--- src/rtl/chd_pkg.sv ---
`default_nettype none
// +----------------------------------------------------------------------------+
// | chd_pkg                                                                    |
// | Shared types and widths for the canonical Huffman decoder.                 |
// | Rev 1.0                                                                    |
// +----------------------------------------------------------------------------+
package chd_pkg;

  typedef enum logic [2:0] {
    ST_IDLE   = 3'd0,
    ST_LOAD   = 3'd1,
    ST_BUILD  = 3'd2,
    ST_PLACE  = 3'd3,
    ST_DECODE = 3'd4
  } chd_state_t;

  localparam int LEN_W = 4;
  localparam int SYM_W = 8;
  localparam int CNT_W = $clog2(20 + 1);

endpackage : chd_pkg
`default_nettype wire

--- src/rtl/chd_code_table.sv ---
`default_nettype none
// +----------------------------------------------------------------------------+
// | chd_code_table                                                             |
// | Canonical count / first_code / first_idx / sorted tables with a            |
// | combinational (acc, len) -> (hit, sym) lookup. Macro: CHD_KRAFT_CHECK_EN.  |
// | Rev 1.0                                                                    |
// +----------------------------------------------------------------------------+
module chd_code_table
  import chd_pkg::*;
#(
  parameter int MAX_SYMS = 20,
  parameter int MAX_LEN  = 15,
  parameter int CW       = CNT_W
) (
  input  logic               clk,
  input  logic               reset,
  input  logic               clr,
  input  logic               inc_en,
  input  logic [LEN_W-1:0]   inc_len,
  input  logic               build_en,
  input  logic [LEN_W-1:0]   build_len,
  input  logic               place_en,
  input  logic [SYM_W-1:0]   place_sym,
  input  logic [LEN_W-1:0]   place_len,
  input  logic [MAX_LEN-1:0] look_acc,
  input  logic [LEN_W-1:0]   look_len,
  output logic               hit,
  output logic [SYM_W-1:0]   hit_sym,
  output logic               kraft_over
);

  localparam int FC_W = MAX_LEN + 1;
`ifdef CHD_KRAFT_CHECK_EN
  // Extra headroom so an oversubscribed table cannot wrap below 2^MAX_LEN.
  localparam int CODE_W = FC_W + CW;
`else
  localparam int CODE_W = FC_W;
`endif

  // Index 0 is never incremented, so count[0] reads as 0 during BUILD.
  logic [CW-1:0]     count      [0:MAX_LEN];
  logic [FC_W-1:0]   first_code [0:MAX_LEN];
  logic [CW-1:0]     first_idx  [0:MAX_LEN];
  logic [CW-1:0]     off        [0:MAX_LEN];
  logic [SYM_W-1:0]  sorted     [0:MAX_SYMS-1];
  logic [CODE_W-1:0] code_r;
  logic [CW-1:0]     idx_r;

  logic [CODE_W-1:0] code_nxt;
  logic [FC_W-1:0]   diff;
  logic [CW-1:0]     sel;

  assign code_nxt = (code_r + CODE_W'(count[build_len - LEN_W'(1)])) << 1;

`ifdef CHD_KRAFT_CHECK_EN
  assign kraft_over = build_en && (build_len == LEN_W'(MAX_LEN)) &&
                      ((code_nxt + CODE_W'(count[MAX_LEN])) > (CODE_W'(1) << MAX_LEN));
`else
  assign kraft_over = 1'b0;
`endif

  always_comb begin
    diff    = {1'b0, look_acc} - first_code[look_len];
    sel     = first_idx[look_len] + diff[CW-1:0];
    hit     = (look_len != '0) && (diff < FC_W'(count[look_len]));
    hit_sym = (sel < CW'(MAX_SYMS)) ? sorted[sel] : '0;
  end

  always_ff @(posedge clk or negedge reset) begin
    if (!reset) begin
      for (int i = 0; i <= MAX_LEN; i++) begin
        count[i]      <= '0;
        first_code[i] <= '0;
        first_idx[i]  <= '0;
        off[i]        <= '0;
      end
      for (int i = 0; i < MAX_SYMS; i++) sorted[i] <= '0;
      code_r <= '0;
      idx_r  <= '0;
    end else if (clr) begin
      for (int i = 0; i <= MAX_LEN; i++) begin
        count[i]      <= '0;
        first_code[i] <= '0;
        first_idx[i]  <= '0;
        off[i]        <= '0;
      end
      for (int i = 0; i < MAX_SYMS; i++) sorted[i] <= '0;
      code_r <= '0;
      idx_r  <= '0;
    end else begin
      if (inc_en) begin
        count[inc_len] <= count[inc_len] + CW'(1);
      end
      if (build_en) begin
        code_r                <= code_nxt;
        first_code[build_len] <= code_nxt[FC_W-1:0];
        first_idx[build_len]  <= idx_r;
        off[build_len]        <= idx_r;
        idx_r                 <= idx_r + count[build_len];
      end
      if (place_en && (off[place_len] < CW'(MAX_SYMS))) begin
        sorted[off[place_len]] <= place_sym;
        off[place_len]         <= off[place_len] + CW'(1);
      end
    end
  end

endmodule : chd_code_table
`default_nettype wire

--- src/rtl/canonical_huffman_decoder.sv ---
`default_nettype none
// +----------------------------------------------------------------------------+
// | canonical_huffman_decoder                                                  |
// | Loads (symbol, length) pairs, builds canonical tables, decodes a serial    |
// | MSB-first bitstream into symbols. Optional macro: CHD_KRAFT_CHECK_EN.      |
// | Rev 1.0                                                                    |
// +----------------------------------------------------------------------------+
module canonical_huffman_decoder
  import chd_pkg::*;
#(
  parameter int MAX_SYMS = 20,
  parameter int MAX_LEN  = 15
) (
  input  logic             clk,
  input  logic             reset,
  input  logic             len_pulse,
  input  logic [SYM_W-1:0] len_syml,
  input  logic [LEN_W-1:0] len_val,
  input  logic             len_done,
  input  logic             tbl_clr,
  input  logic             bit_valid,
  input  logic             bit_in,
  output logic             bit_ready,
  output logic [SYM_W-1:0] sym_out,
  output logic             sym_valid,
  output logic             tbl_ready,
  output logic             ovf,
  output logic             err
);

  localparam int CW = ($clog2(MAX_SYMS + 1) > CNT_W) ? $clog2(MAX_SYMS + 1) : CNT_W;

  chd_state_t state, state_nxt;

  logic [SYM_W-1:0]   ent_sym [0:MAX_SYMS-1];
  logic [LEN_W-1:0]   ent_len [0:MAX_SYMS-1];
  logic [CW-1:0]      entries;
  logic [CW-1:0]      place_ptr;
  logic [LEN_W-1:0]   build_len;
  logic               locked;
  logic [MAX_LEN-2:0] acc;
  logic [MAX_LEN-1:0] acc_nxt;
  logic [LEN_W-1:0]   n;
  logic [LEN_W-1:0]   n_nxt;

  logic pulse_ok, store, ovf_set, build_en, build_last, place_en, accept, kraft_fail;
  logic hit, kraft_over;
  logic [SYM_W-1:0] hit_sym;

  assign acc_nxt    = {acc, bit_in};
  assign n_nxt      = n + LEN_W'(1);
  assign build_last = (build_len == LEN_W'(MAX_LEN));
  assign store      = pulse_ok && (len_val != '0) && (entries < CW'(MAX_SYMS));
  assign ovf_set    = pulse_ok && (entries == CW'(MAX_SYMS));

  always_ff @(posedge clk or negedge reset) begin
    if (!reset) state <= ST_IDLE;
    else        state <= state_nxt;
  end

  always_comb begin
    state_nxt  = state;
    pulse_ok   = 1'b0;
    build_en   = 1'b0;
    place_en   = 1'b0;
    accept     = 1'b0;
    kraft_fail = 1'b0;
    bit_ready  = 1'b0;
    tbl_ready  = 1'b0;
    case (state)
      ST_IDLE: begin
        // A failed Kraft check parks the block here until tbl_clr.
        if (len_pulse && !locked) begin
          pulse_ok  = 1'b1;
          state_nxt = len_done ? ST_BUILD : ST_LOAD;
        end
      end
      ST_LOAD: begin
        pulse_ok = len_pulse;
        if (len_done) state_nxt = ST_BUILD;
      end
      ST_BUILD: begin
        build_en = 1'b1;
        if (build_last) begin
          kraft_fail = kraft_over;
          state_nxt  = kraft_over ? ST_IDLE : ST_PLACE;
        end
      end
      ST_PLACE: begin
        place_en = (entries != '0);
        if ((entries == '0) || (place_ptr == entries - CW'(1))) state_nxt = ST_DECODE;
      end
      ST_DECODE: begin
        bit_ready = 1'b1;
        tbl_ready = 1'b1;
        accept    = bit_valid;
      end
      default: state_nxt = ST_IDLE;
    endcase
    if (tbl_clr) begin
      state_nxt  = ST_IDLE;
      pulse_ok   = 1'b0;
      build_en   = 1'b0;
      place_en   = 1'b0;
      accept     = 1'b0;
      kraft_fail = 1'b0;
      bit_ready  = 1'b0;
    end
  end

  always_ff @(posedge clk or negedge reset) begin
    if (!reset) begin
      entries <= '0;
      for (int i = 0; i < MAX_SYMS; i++) begin
        ent_sym[i] <= '0;
        ent_len[i] <= '0;
      end
    end else if (tbl_clr) begin
      entries <= '0;
      for (int i = 0; i < MAX_SYMS; i++) begin
        ent_sym[i] <= '0;
        ent_len[i] <= '0;
      end
    end else if (store) begin
      ent_sym[entries] <= len_syml;
      ent_len[entries] <= len_val;
      entries          <= entries + CW'(1);
    end
  end

  always_ff @(posedge clk or negedge reset) begin
    if (!reset) begin
      build_len <= LEN_W'(1);
      place_ptr <= '0;
      locked    <= 1'b0;
      ovf       <= 1'b0;
    end else begin
      if (ovf_set) ovf <= 1'b1;
      if (tbl_clr) begin
        build_len <= LEN_W'(1);
        place_ptr <= '0;
        locked    <= 1'b0;
      end else begin
        if (build_en) build_len <= build_last ? LEN_W'(1) : build_len + LEN_W'(1);
        if (place_en) place_ptr <= (state_nxt == ST_DECODE) ? '0 : place_ptr + CW'(1);
        if (kraft_fail) locked <= 1'b1;
      end
    end
  end

  always_ff @(posedge clk or negedge reset) begin
    if (!reset) begin
      acc       <= '0;
      n         <= '0;
      sym_out   <= '0;
      sym_valid <= 1'b0;
      err       <= 1'b0;
    end else if (tbl_clr) begin
      acc       <= '0;
      n         <= '0;
      sym_out   <= '0;
      sym_valid <= 1'b0;
      err       <= 1'b0;
    end else begin
      sym_valid <= 1'b0;
      err       <= kraft_fail;
      if (accept) begin
        if (hit) begin
          sym_valid <= 1'b1;
          sym_out   <= hit_sym;
          acc       <= '0;
          n         <= '0;
        end else if (n_nxt == LEN_W'(MAX_LEN)) begin
          err <= 1'b1;
          acc <= '0;
          n   <= '0;
        end else begin
          acc <= acc_nxt[MAX_LEN-2:0];
          n   <= n_nxt;
        end
      end
    end
  end

  chd_code_table #(
    .MAX_SYMS (MAX_SYMS),
    .MAX_LEN  (MAX_LEN),
    .CW       (CW)
  ) u_table (
    .clk        (clk),
    .reset      (reset),
    .clr        (tbl_clr),
    .inc_en     (store),
    .inc_len    (len_val),
    .build_en   (build_en),
    .build_len  (build_len),
    .place_en   (place_en),
    .place_sym  (ent_sym[place_ptr]),
    .place_len  (ent_len[place_ptr]),
    .look_acc   (acc_nxt),
    .look_len   (n_nxt),
    .hit        (hit),
    .hit_sym    (hit_sym),
    .kraft_over (kraft_over)
  );

endmodule : canonical_huffman_decoder
`default_nettype wire
--- config.mk ---
export PLATFORM = sky130hd
export DESIGN_NAME = canonical_huffman_decoder
export DESIGN_NICKNAME = d
export VERILOG_FILES = /design/src/rtl/chd_pkg.sv /design/src/rtl/chd_code_table.sv /design/src/rtl/canonical_huffman_decoder.sv
export SDC_FILE = /design/constraint.sdc
export NUM_CORES = 2
export LEC_CHECK = 0
export ABC_CLOCK_PERIOD_IN_PS = 16400
export CORE_ASPECT_RATIO = 1.5
export CORE_UTILIZATION = 47
export CTS_BUF_LIST = sky130_fd_sc_hd__clkbuf_2
export DETAILED_ROUTE_END_ITERATION = 8
export HOLD_SLACK_MARGIN = 0.1
export PLACE_DENSITY = 0.73
export SLEW_MARGIN = 20
export SYNTH_ARGS = -nofsm -noshare
export SYNTH_HDL_FRONTEND = slang
export SYNTH_HIERARCHICAL = 1
export SYNTH_SLANG_ARGS = --single-unit
--- constraint.sdc ---
create_clock -name clk -period 16.4 [get_ports clk]
set_clock_uncertainty 0.1 [all_clocks]
set_input_delay 3.28 -clock clk [delete_from_list [all_inputs] [get_ports clk]]
set_output_delay 3.28 -clock clk [all_outputs]
set_load 0.02 [all_outputs]
### Word level (Yosys, flattened, before mapping)

Index checks and enable logic that the tools add are counted.

* register bits after elaboration: 963
* input port bits: 19

* eq/ne operators: 9
* reductions and logical operators: 25
* mux-type cells: 118
* add/sub/neg operators: 12
* magnitude comparators: 18
* bitwise logic cells: 9

Operator list (number)
* 2-to-1 mux 80 bit: 10
* 2-to-1 mux 160 bit: 4
* 2-to-1 mux 256 bit: 2
* bitwise mux 80 bit: 5
* bitwise mux 160 bit: 2
* bitwise mux 256 bit: 1
* binary-select mux 5 bit (select 4 bit): 6
* 2-to-1 mux 5 bit: 22
* binary-select mux 8 bit (select 5 bit): 2
* demux 8 bit (select 5 bit): 2
* 2-to-1 mux 8 bit: 10
* binary-select mux 16 bit (select 4 bit): 1
* demux 16 bit (select 4 bit): 1
* demux 5 bit (select 4 bit): 3
* 2-to-1 mux 14 bit: 4
* 2-to-1 mux 16 bit: 3
* 2-to-1 mux 4 bit: 10
* 2-to-1 mux 15 bit: 2
* greater-or-equal comparator 5 bit (second input constant): 5
* inverter 4 -> 5 bit: 5
* greater-or-equal comparator 6 bit (second input constant): 4
* inverter 5 -> 6 bit: 4
* adder 5 x 1 -> 5 bit (second input constant): 4
* binary-select mux 4 bit (select 5 bit): 1
* 31 further kinds: 78

### Longest topological paths before layout

* depth in word-level cells: 16
* gate-level depth with buffers: 23

### By module

Netlist, hierarchy kept.

Modules (own cells, without submodules)
* chd_code_table: seq. area each 16490.8 um2, cells each 3205, area each 35497.8 um2, times used 1
* canonical_huffman_decoder: seq. area each 7183.1 um2, cells each 1282, area each 13649.3 um2, times used 1

### Worst setup path before layout

No wires, ideal clock.

* path kind: input-to-output
* start point: input tbl_clr
* end point: output bit_ready
* stages: 1
* setup slack: 9.428 ns
* data required time: 13.020 ns
* arrival time: 3.592 ns
* path through: nor2_1

* cells in the longest elaborated chain, start to end: 1

RTL lines
* from (decl): RTL line canonical_huffman_decoder.sv:20 `input logic tbl_clr,`
* 2-to-1 mux 1 bit: RTL line canonical_huffman_decoder.sv:100 `if (tbl_clr) begin`
* to (decl): RTL line canonical_huffman_decoder.sv:23 `output logic bit_ready,`

Every way passes these cells.

### Worst setup path after layout

Same ends and word-level chain as after synthesis.

==> metrics.cfg <==
[run_status]
status = complete, no violations

[placement]
pre_cts_ws_ps = 8207
place_congestion = 0.9015
place_inst = 5581
dp_hpwl_um = 84890
place_area_um2 = 50370
port_buffers = 31

[clock_network]
root_buffer = clkbuf_2
post_cts_buffers = 0
clkTransAtPathRegs_ps = 100
cts_tree = yes
clock_latency_ps = 1640
cts_max_path_buffers = 3
cts-resized-gates = 0
numCtsBuffers = 211
cts_max_level = 4
cts.sink_count = 946
cts_hold_buf = 0

[global_routing]
grt_max_degree = 239
grtUsageTotal_pct = 26.00
gr-total-overflow = 0
first_global_vias = 36850
antenna_found_initial = 4
grt_pass1_wl_um = 213500

[synth]
syn_area_um2 = 49150
synth_edf_count = 0
avgSynthCellArea_um2 = 10.95
ys_ff_latch = 946
syn_inst = 4487
ys_async_sr_fraction_pct = 100.0
ys_seq_area_share_pct = 48.17
yosys_warnings = 6
synth-main-ff-cell = dfrtp_1
synth_cell_type_count = 79

[floorplan]
start_util_pct = 47.61
die_x_um = 266.0
core_um2 = 103200
num_rows = 144
die_height_um = 398.0
num_io_pins = 32
die_area_um2 = 105900

[sta]
hold_viol = 0
max_clock_freq_ghz = 0.1215
final-max-slew-violation-count = 0
rsz0062_at_grt = no
worstMarginPinSlew_ps = 1155
fin_crit_sh_pct = 50.19
timing.setup.tns_ps = 0
relSlewSlack_pct = 22.99
finalSetupViolations = 0
setup_slack_ps = 8169
min_period_ps = 8231

[routing]
drtAntennaViolNets = 0
drtPass1Iterations = 6
dr_total_vias = 36560
drc = 0
wirelength_um = 135700
wl_per_cell_um = 22.78
viasPerCell = 6.135
drtIter0Drc = 3718

[layout]
drive_gt1_share_pct = 17.57
final_common_cell = dfrtp_1
final_area_um2 = 52370
nets = 4479
layout_common_cells = dfrtp_1 (943), nand2_1 (472), nor2_1 (449), o21ai_0 (344), mux4_2 (304)
seq_area_um2 = 23680
multi_input_area_um2 = 23800
area_growth_pct = 6.556
fill_cells = 9087
fin_cells = 5959

[critical_path]
worstSetupEndpointType = output pin
arrival_ps = 4850
critical_path_class = primary input to output pin
critPathLaunchType = primary input
worstPathRequired_ps = 13020
crit_path_max_fanout = 151

[power]
p_leak_nw = 22.51
power_density_nw_per_um2 = 79.01
ir_drop_uv = 68.53
fin_total_pwr_w = 0.004138

[flow_run]
maxCapViolations = 0

[hold_path]
hold_class = flop to flop

registers in the layout, summed over array words and instances (netlist names), 3 cells and up:
| signal | cells |
|---|---|
| acc | 14 |
| build_len | 4 |
| ent_len | 80 |
| ent_sym | 160 |
| entries | 5 |
| n | 4 |
| place_ptr | 5 |
| state | 3 |
| sym_out | 8 |
| u_table/code_r | 14 |
| u_table/count | 80 |
| u_table/first_code | 240 |
| u_table/first_idx | 80 |
| u_table/idx_r | 5 |
| u_table/off | 80 |
| u_table/sorted | 160 |
Yosys cell counts (all sizes together), types with 3 or more instances:
master  instances  share of area, %
nor3b           3             0.046
nand2b         16              0.20
nand4          12              0.15
o21ai         344               3.5
or3             8              0.10
o31a            4             0.071
nand2         473               3.6
nor3           36              0.38
mux2           10              0.23
ha             48               1.2
dfrtp         945                48
inv            67              0.51
a22oi          29              0.44
a211oi        129               2.0
a21oi         203               2.1
and2           19              0.24
mux2i         303               6.2
o21a            5             0.076
o31ai           4             0.061
nand3         217               2.3
buf            85              0.86
a21o           20              0.31
a22o           46              0.82
xnor2          31              0.57
fa              4              0.16
mux4          304                14
nor2b          24              0.31
and3            8              0.10
clkbuf        316               2.4
and4            5             0.089
nor4            7             0.089
and3b          31              0.55
nand3b        183               2.8
or2             6             0.076
or3b            5             0.089
xor2           14              0.25
nor2          479               4.2
o221ai         12              0.21
routing by layer:
metal	routed length (µm)	GRT usage, %
met3	9128	4.643
met1	52570	32.39
met5	13	0
met2	67460	43.33
met4	6548	13.40
final cells by class:
| type | count | share of cell area [%] |
|---|---|---|
| antenna | 2 | 0.009557 |
| clock buffer | 303 | 2.896 |
| clock inverter | 72 | 0.7932 |
| inverter | 68 | 0.5065 |
| multi-input combinational | 3073 | 45.45 |
| sequential | 946 | 45.22 |
| tap | 1387 | 3.314 |
| timing repair buffer | 108 | 1.813 |
critical path: stages:
cell and delay (ps):
buf_8 650, nor2_1 230, clkdlybuf4s50_1 610
stage by stage:
step	hold slack (ps)	util (%)
after floorplan	349.8	-
after global placement	367.3	48.78
after detailed placement	386.1	48.79
after CTS	394.1	50.66
after global routing	401.6	50.72
final	407.6	50.73
worst paths after layout:
path | startpoint | endpoint | slack [ps] | depth (start not counted)
setup / recovery | tbl_clr | bit_ready | 8170 | 3
hold / removal | ent_len[45]$_DFFE_PN0P_ | ent_len[45]$_DFFE_PN0P_ | 410 | 1
setup reg to reg | n[0]$_DFFE_PN0P_ | n[0]$_DFFE_PN0P_ | 9480 | 19
hold reg to reg | ent_len[45]$_DFFE_PN0P_ | ent_len[45]$_DFFE_PN0P_ | 410 | 1
max in group asynchronous | reset | u_table/count[20]$_DFFE_PN0P_ | 11280 | 4
min in group asynchronous | reset | ent_len[2]$_DFFE_PN0P_ | 1660 | 1
where the power goes:
group | total [W] | internal [W] | switching [W] | leakage [nW]
combinational | 0.000267 | 0.0000752 | 0.000192 | 7.86
clock | 0.00152 | 0.000545 | 0.000976 | 1.45
sequential | 0.00235 | 0.00234 | 0.0000100 | 13.2
total | 0.00414 | 0.00296 | 0.00118 | 22.5
kinds of logic after synthesis:
group | share of synthesized area (%)
xor gates and xnor gates | 0.8630
DFF | 48.17
muxes | 20.35
other | 0.007630
AOI/OAI and AO/OA | 9.891
adders and majority gates | 1.385
and+or+nand+nor | 15.55
buffers and inverters | 3.791
Power figures use the tool's default switching activity.
